### src/rtl/decode_stage_pkg.sv
// Shared decode definitions: opcodes, FSM encoding, instruction field positions.
// Pure types and constants, no logic or latency.
// No flow control here; users own handshaking.
package decode_stage_pkg;

    localparam logic [4:0] OP_NOP = 5'b00000;
    localparam logic [4:0] OP_ADD = 5'b00100;
    localparam logic [4:0] OP_LDD = 5'b10010;

    // Instruction word layout
    localparam int OPC_MSB = 15;
    localparam int OPC_LSB = 11;
    localparam int RD_MSB  = 10;
    localparam int RD_LSB  = 8;
    localparam int RS1_MSB = 7;
    localparam int RS1_LSB = 5;
    localparam int RS2_MSB = 4;
    localparam int RS2_LSB = 2;
    // opcode bit that announces a trailing immediate word
    localparam int OPC_IMM_BIT = 4;

    typedef enum logic {
        S_OP  = 1'b0,
        S_IMM = 1'b1
    } state_t;

    typedef struct packed {
        logic        valid;
        logic [4:0]  opcode;
        logic [2:0]  rdst;
        logic [2:0]  rs1_add;
        logic [2:0]  rs2_add;
        logic [15:0] rs1_data;
        logic [15:0] rs2_data;
        logic [15:0] imm;
        logic [15:0] pc;
        logic        mem_read;
        logic        writes_rd;
    } idex_t;

    function automatic logic [4:0] fld_opc(input logic [15:0] w);
        return w[OPC_MSB:OPC_LSB];
    endfunction

    function automatic logic [2:0] fld_rd(input logic [15:0] w);
        return w[RD_MSB:RD_LSB];
    endfunction

    function automatic logic [2:0] fld_rs1(input logic [15:0] w);
        return w[RS1_MSB:RS1_LSB];
    endfunction

    function automatic logic [2:0] fld_rs2(input logic [15:0] w);
        return w[RS2_MSB:RS2_LSB];
    endfunction

endpackage

### src/rtl/decode_ctrl.sv
// Opcode to control-bit decoder.
// Purely combinational, zero latency.
// No backpressure; unknown opcodes decode as NOP controls.
module decode_ctrl
    import decode_stage_pkg::*;
(
    input  logic [4:0] opcode_i,
    output logic       uses_rs1_o,
    output logic       uses_rs2_o,
    output logic       writes_rd_o,
    output logic       mem_read_o,
    output logic       has_imm_o
);

    // Control table; the immediate flag follows the opcode bit for every opcode
    always_comb begin
        uses_rs1_o  = 1'b0;
        uses_rs2_o  = 1'b0;
        writes_rd_o = 1'b0;
        mem_read_o  = 1'b0;
        has_imm_o   = opcode_i[OPC_IMM_BIT];
        case (opcode_i)
            OP_ADD: begin
                uses_rs1_o  = 1'b1;
                uses_rs2_o  = 1'b1;
                writes_rd_o = 1'b1;
            end
            OP_LDD: begin
                uses_rs1_o  = 1'b1;
                writes_rd_o = 1'b1;
                mem_read_o  = 1'b1;
            end
            default: ;
        endcase
    end

endmodule

### src/rtl/decode_stage.sv
// Decode stage: splits 1/2-word instructions, reads the RF, fills the ID/EX register.
// Latency 1 cycle from the last instruction word to ID/EX valid.
// Load-use hazard raises if_stall for one cycle and inserts a bubble; flush wins.
module decode_stage
    import decode_stage_pkg::*;
(
    input  logic        clk,
    input  logic        reset,
    input  logic        if_valid,
    input  logic [15:0] if_instr,
    input  logic [15:0] if_pc,
    input  logic        flush,
    output logic        if_stall,
    output logic [2:0]  rf_rd_add_1,
    output logic [2:0]  rf_rd_add_2,
    input  logic [15:0] rf_rd_data_1,
    input  logic [15:0] rf_rd_data_2,
    output logic        idex_valid,
    output logic [4:0]  idex_opcode,
    output logic [2:0]  idex_rdst,
    output logic [2:0]  idex_rs1_add,
    output logic [2:0]  idex_rs2_add,
    output logic [15:0] idex_rs1_data,
    output logic [15:0] idex_rs2_data,
    output logic [15:0] idex_imm,
    output logic [15:0] idex_pc,
    output logic        idex_mem_read,
    output logic        idex_writes_rd
);

    state_t      state_q, state_d;
    logic [15:0] hold_word_q, hold_word_d;
    logic [15:0] hold_pc_q, hold_pc_d;
    idex_t       idex_q, idex_d;

    logic [15:0] cur_word;
    logic [15:0] cur_pc;
    logic [15:0] cur_imm;
    logic        uses_rs1, uses_rs2, writes_rd, mem_read, has_imm;
    logic        hazard;
    logic        issue;

    // In S_IMM the held opcode word is the instruction being decoded
    always_comb begin
        cur_word    = (state_q == S_IMM) ? hold_word_q : if_instr;
        cur_pc      = (state_q == S_IMM) ? hold_pc_q   : if_pc;
        cur_imm     = (state_q == S_IMM) ? if_instr    : 16'h0000;
        rf_rd_add_1 = fld_rs1(cur_word);
        rf_rd_add_2 = fld_rs2(cur_word);
    end

    decode_ctrl u_ctrl (
        .opcode_i    (fld_opc(cur_word)),
        .uses_rs1_o  (uses_rs1),
        .uses_rs2_o  (uses_rs2),
        .writes_rd_o (writes_rd),
        .mem_read_o  (mem_read),
        .has_imm_o   (has_imm)
    );

    // Load-use hazard against the load sitting in ID/EX; no bypass exists
    always_comb begin
        hazard   = (state_q == S_OP) && if_valid && idex_q.valid && idex_q.mem_read &&
                   ((uses_rs1 && (fld_rs1(cur_word) == idex_q.rdst)) ||
                    (uses_rs2 && (fld_rs2(cur_word) == idex_q.rdst)));
        if_stall = hazard && !flush && !reset;
        issue    = if_valid && !flush &&
                   ((state_q == S_IMM) || (!hazard && !has_imm));
    end

    // Next-state: default is a bubble with ID/EX fields retained
    always_comb begin
        state_d      = state_q;
        hold_word_d  = hold_word_q;
        hold_pc_d    = hold_pc_q;
        idex_d       = idex_q;
        idex_d.valid = 1'b0;
        if (flush) begin
            state_d     = S_OP;
            hold_word_d = 16'h0000;
            hold_pc_d   = 16'h0000;
        end else if (issue) begin
            idex_d = '{valid:     1'b1,
                       opcode:    fld_opc(cur_word),
                       rdst:      fld_rd(cur_word),
                       rs1_add:   fld_rs1(cur_word),
                       rs2_add:   fld_rs2(cur_word),
                       rs1_data:  rf_rd_data_1,
                       rs2_data:  rf_rd_data_2,
                       imm:       cur_imm,
                       pc:        cur_pc,
                       mem_read:  mem_read,
                       writes_rd: writes_rd};
            state_d = S_OP;
        end else if (if_valid && (state_q == S_OP) && !hazard && has_imm) begin
            hold_word_d = if_instr;
            hold_pc_d   = if_pc;
            state_d     = S_IMM;
        end
    end

    // State and pipeline registers; reset dominates everything
    always_ff @(posedge clk) begin
        if (reset) begin
            state_q     <= S_OP;
            hold_word_q <= 16'h0000;
            hold_pc_q   <= 16'h0000;
            idex_q      <= '0;
        end else begin
            state_q     <= state_d;
            hold_word_q <= hold_word_d;
            hold_pc_q   <= hold_pc_d;
            idex_q      <= idex_d;
        end
    end

    assign idex_valid     = idex_q.valid;
    assign idex_opcode    = idex_q.opcode;
    assign idex_rdst      = idex_q.rdst;
    assign idex_rs1_add   = idex_q.rs1_add;
    assign idex_rs2_add   = idex_q.rs2_add;
    assign idex_rs1_data  = idex_q.rs1_data;
    assign idex_rs2_data  = idex_q.rs2_data;
    assign idex_imm       = idex_q.imm;
    assign idex_pc        = idex_q.pc;
    assign idex_mem_read  = idex_q.mem_read;
    assign idex_writes_rd = idex_q.writes_rd;

endmodule

### config.mk
export PLATFORM = sky130hd
export DESIGN_NAME = decode_stage
export DESIGN_NICKNAME = d
export VERILOG_FILES = /design/src/rtl/decode_stage_pkg.sv /design/src/rtl/decode_ctrl.sv /design/src/rtl/decode_stage.sv
export SDC_FILE = /design/constraint.sdc
export NUM_CORES = 1
export LEC_CHECK = 0
export CAP_MARGIN = 20
export CORE_MARGIN = 2
export CORE_UTILIZATION = 30
export DETAILED_ROUTE_END_ITERATION = 10
export GPL_TIMING_DRIVEN = 1
export PLACE_DENSITY = 0.61
export SLEW_MARGIN = 20
export SYNTH_ARGS = -nofsm -noshare
export SYNTH_HDL_FRONTEND = slang
export SYNTH_SLANG_ARGS = --single-unit
export TNS_END_PERCENT = 100
### constraint.sdc
create_clock -name clk -period 2.65 [get_ports clk]
set_input_delay 0.53 -clock clk [delete_from_list [all_inputs] [get_ports clk]]
set_output_delay 0.53 -clock clk [all_outputs]
set_load 0.01 [all_outputs]
# --- Yosys cells after proc, flatten, opt, wreduce, memory -nomap -nowiden ---
# Index checks and enable logic that the tools add are counted.
totals:
  ff_bits: 114
  word_cells: 52
op_classes:
  n_eq_ne: 4
  mux: 7
  n_bitwise: 3
  n_reduce_logical: 24
ops:
  columns: ["cell", "n"]
  rows:
  - ["$mux W81", 1]
  - ["$mux W16", 3]
  - ["$logic_and A1 B1 Y1", 13]
  - ["$eq A3 B3 Y1", 2]
  - ["$eq A5 B3 Y1 const B", 1]
  - ["$eq A5 B5 Y1 const B", 1]
  - ["$logic_not A1 Y1", 4]
  - ["$reduce_and A2 Y1", 2]
  - ["$reduce_or A2 Y1", 2]
  - ["$mux W1", 3]
  - ["$not A1 Y1", 3]
  - ["$reduce_or A3 Y1", 1]
  - ["$logic_or A1 B1 Y1", 2]

# --- Longest topological paths before layout ---
logic_depth:
  word_depth: 13
  ltp_mapped: 10
  depth_no_buf: 6

# --- By module ---
# From an unflattened synthesis, not the netlist that was laid out.
hier_totals:
  hier_cells: 588
  hier_area_um2: 5291.3
modules_own_cells:
  columns: ["mod", "seq_area_each_um2", "area_each_um2", "n_inst", "cells_each"]
  rows:
  - ["decode_stage", 2242.2, 5237.5, 1, 581]
  - ["decode_ctrl", 0.0, 53.8, 1, 7]

# --- Worst setup path before layout ---
# No wires, ideal clock.
synth_timing:
  kind: "in2out"
  start: "input port if_instr[5]"
  end: "output port if_stall"
  n_path_buf: 2
  path_stages: 7
  path_slack_ns: 0.199
  required_ns: 2.120
  arrival_time_ns: 1.921
  path_cell_list: "mux2i_1 > xnor2_1 > nor4_2 > a21oi_1 > buf_2 > buf_2 > nor2_1"
synth_via:
  elab_chain_cells: 7
synth_lines:
  columns: ["item", "line", "source"]
  rows:
  - ["from (decl)", "decode_stage.sv:10", "input logic [15:0] if_instr,"]
  - ["$mux W16", "decode_stage.sv:45", "cur_word = (state_q == S_IMM) ? hold_word_q : if_instr;"]
  - ["$eq A3 B3 Y1", "decode_stage.sv:64", "((uses_rs1 && (fld_rs1(cur_word) == idex_q.rdst)) ||"]
  - ["$logic_and A1 B1 Y1", "decode_stage.sv:64", null]
  - ["$logic_or A1 B1 Y1", "decode_stage.sv:64", null]
  - ["$logic_and A1 B1 Y1", "decode_stage.sv:63", "hazard = (state_q == S_OP) && if_valid && idex_q.valid && idex_q.mem_read &&"]
  - ["$logic_and A1 B1 Y1 (2 in series)", "decode_stage.sv:66", "if_stall = hazard && !flush && !reset;"]
  - ["to (decl)", "decode_stage.sv:13", "output logic if_stall,"]
# No other way between the ends.

# --- Final worst setup path ---
layout_timing:
  start: "register state_q"
  end: "output port if_stall"
layout_via:
  elab_chain_cells: 9
  elab_cells_between_ends: 18
layout_lines:
  columns: ["item", "line", "source"]
  rows:
  - ["from (decl)", "decode_stage.sv:31", "state_t state_q, state_d;"]
  - ["from (signal assigned)", "decode_stage.sv:110", "state_q <= state_d;"]
  - ["$mux W16", "decode_stage.sv:45", null]
  - ["$eq A5 B3 Y1 / $eq A5 B5 Y1 (equally long branches)", "decode_ctrl.sv:22", "case (opcode_i)"]
  - ["$reduce_or A2 Y1 (no line)", null, null]
  - ["$mux W1", "decode_ctrl.sv:22", null]
  - ["$logic_and A1 B1 Y1", "decode_stage.sv:64", null]
  - ["$logic_or A1 B1 Y1", "decode_stage.sv:64", null]
  - ["$logic_and A1 B1 Y1 *", "decode_stage.sv:63", null]
  - ["$logic_and A1 B1 Y1 * (2 in series)", "decode_stage.sv:66", null]
# Mark *: on every way between the ends. The rest lies on a longest branch, timed or not.

==> impl_metrics.tcl <==
set metrics [dict create \
    outcome "finished clean" \
    stdcell_count 837 \
    syn_nets 547 \
    wirelength_um 13900 \
    fp-row-count 45 \
    async_flop_share 0 \
    drive_above_1_share 0.143 \
    relSlewSlack 0.494 \
    firstDrtPassIters 4 \
    vias_per_cell 5.03 \
    rr_startpoint "state_q$_SDFFE_PP0P_" \
    io_buffers 155 \
    globalplace.congestion 0.804 \
    place_ws_ps -493 \
    ys_ff_latch 112 \
    syn_to_final_growth_pct 52.0 \
    fin_util 0.462 \
    synth_largest_area_cell "dfxtp_1" \
    die_x_um 127 \
    yosysSeqAreaShare 0.491 \
    nets 712 \
    ff2ff_path_depth 11 \
    min_to "idex_imm[6]$_SDFFE_PP0P_" \
    crit_type "flip-flop to primary output" \
    period_share 0.964 \
    hold_viol 0 \
    track_usage 0.167 \
    cts.path.max_buffers 2 \
    ff2ff_setup_slack_ps 180 \
    synth_area_sq_um 4570 \
    worst_pin_slew_ps 759 \
    synth_top_area_share 0.491 \
    synth-edff-count 0 \
    diodes 0 \
    hold_start "idex_imm[6]$_SDFFE_PP0P_" \
    grt_first_pass_wirelength_um 21600 \
    cp-end-kind "primary output" \
    first_global_vias 4087 \
    start_kind "flip-flop" \
    path_max_fanout 7 \
    coreArea_sq_um 15000 \
    synth_common_cells "dfxtp_1, a21oi_1, mux2i_1" \
    drv_slew 0 \
    cp.arrival_ps 2030 \
    fmax_mhz 391 \
    min_period_ps 2560 \
    synthTopCellsByArea "dfxtp_1, mux2i_1, a21oi_1" \
    dp_hpwl_um 9500 \
    rr_endpoint "idex_rs1_add[1]$_SDFFE_PP0P_" \
    final.setup.tns_ps 0 \
    cts_root_buf "clkbuf_16" \
    antenna_found_initial 0 \
    grt_max_degree 68 \
    post-synth-top-count-cell "dfxtp_1" \
    power_leakage_nw 2.48 \
    fin_hold_ws_ps 478 \
    clock_sinks 112 \
    cts_buffers 9 \
    irDropWorstVdd_mv 0.367 \
    cap_violations 0 \
    drt-initial-drc-count 191 \
    synthDistinctLibCells 38 \
    hold_depth 1 \
    p_per_area_nw_per_um2 522 \
    antenna_left 0 \
    fin_skew_ps 11.5 \
    placed_cells 816 \
    yosys_most_used_dff "dfxtp_1" \
    yosysWarnings 0 \
    avgSynthCellArea_sq_um 9.54 \
    cp_data_required_time_ps 2120 \
    h-tree-depth 3 \
    syn-instance-count 479 \
    fill_cells 1422 \
    initial_core_util 0.304 \
    clk_pin_slew_ps 80 \
    hold_path_class "flip-flop to flip-flop" \
    cts_tree "done" \
    die-area_sq_um 16200 \
    clk_latency_ps 350 \
    rsz0062_at_grt "yes" \
    wire_per_inst_um 16.6 \
    grt_overflow_total 0 \
    fin_ws_ps 94.6 \
    pin_count 156 \
    die_height_um 127 \
    drc 0 \
    num_vias 4206 \
    finalSetupViolations 0 \
]
power breakdown:
part           total [mW]  internal, mW  leakage (nW)  switching, mW
registers            1.77          1.74         0.911         0.0347
logic               0.541         0.304          1.43          0.237
clock network        1.31         0.659         0.144          0.654
total                3.63          2.70          2.48          0.926
timing repair:
item / in CTS / in global routing
setup endpoints to repair: 9 / 35
hold buffers: 0 / 0
buffers inserted: 1 / 4
pin swaps: 1 / 5
gates resized for setup: 7 / 25
worst max-delay path, cell delays in order (launching register included):
cell and delay [ps]:
dfxtp_4 370, buf_12 130, buf_12 120, nor3b_2 210
o22ai_2 140, nor4_2 260, buf_4 170, a21oi_4 40
nor2_2 110, buf_6 120
layout make-up:
class                           instances  area [sq um]  area share
Inverter                                6          22.5     0.00324
Sequential cell                       112          2250       0.323
Clock inverter                          7          58.8     0.00847
Clock buffer                            9           225      0.0324
Multi-Input combinational cell        310          2140       0.309
Tap cell                              188           235      0.0339
Timing Repair Buffer                  205          2010       0.290
layer usage:
metal  vias to the layer above  wire length, um  global-route usage
li1                       2047                -                   -
met1                      2034             6090               0.205
met2                       115             6740               0.286
met3                        10              911              0.0582
met4                         0              126              0.0330
met5                         -                0                   0
state kept, by name, summed over array words and instances, names as in the netlist, 3 cells and up:
| register | count |
|---|---|
| idex_pc | 16 |
| idex_rs2_add | 3 |
| idex_rs1_add | 3 |
| idex_rs1_data | 16 |
| idex_rs2_data | 16 |
| hold_word_q | 14 |
| idex_opcode | 5 |
| hold_pc_q | 16 |
| idex_rdst | 3 |
| idex_imm | 16 |
cells by family (layout without fill, tap and decap cells):
family | Yosys count | in the layout | share of synthesized area
XOR/XNOR | 6 | 6 | 0.0115
buffers and inverters | 57 | 227 | 0.0608
AO/OA/AOI/OAI | 151 | 151 | 0.202
flip-flops | 112 | 112 | 0.491
multiplexers | 59 | 59 | 0.132
AND/OR/NAND/NOR | 94 | 94 | 0.103
per-stage QoR:
stage | cell area (sq um) | total power [mW]
5_1_grt | 6950 | 3.79
4_1_cts | 6810 | 3.67
6_report | 6950 | 3.63
3_3_place_gp | 6510 | 2.33
3_5_place_dp | 6510 | 2.34
2_1_floorplan | 4570 | 2.04
cell usage in the layout (no fill, tap or decap), types with 2 or more instances in the layout:
| cell | instances |
|---|---|
| dlymetal6s2s_1 | 5 |
| nor3_1 | 3 |
| nand3_1 | 33 |
| clkdlybuf4s50_1 | 148 |
| a21oi_1 | 64 |
| mux2i_2 | 4 |
| nor2_2 | 2 |
| inv_1 | 6 |
| dfxtp_1 | 111 |
| nand3b_1 | 2 |
| inv_8 | 2 |
| a21oi_4 | 2 |
| mux2i_1 | 53 |
| nor2_1 | 35 |
| clkbuf_16 | 9 |
| buf_6 | 3 |
| a211oi_1 | 29 |
| xnor2_1 | 6 |
| o21ai_0 | 34 |
| buf_12 | 5 |
| inv_6 | 3 |
| nand2_1 | 5 |
| or3b_2 | 2 |
| clkinv_2 | 2 |
| buf_4 | 42 |
| nor4_2 | 2 |
| a22o_1 | 16 |
| nor3b_2 | 2 |
how the worst max path moves through the flow:
stage                     cells after the start            startpoint       end  slack, ps
final                                         9  state_q$_SDFFE_PP0P_  if_stall         90
after global routing                          9  state_q$_SDFFE_PP0P_  if_stall        -40
after CTS                                     8           if_instr[5]  if_stall          9
after detailed placement                      7          if_instr[15]  if_stall       -490
after global placement                        7          if_instr[15]  if_stall       -460
after floorplan                               7           if_instr[5]  if_stall        200
No activity file was read; power rests on OpenSTA's default activity.
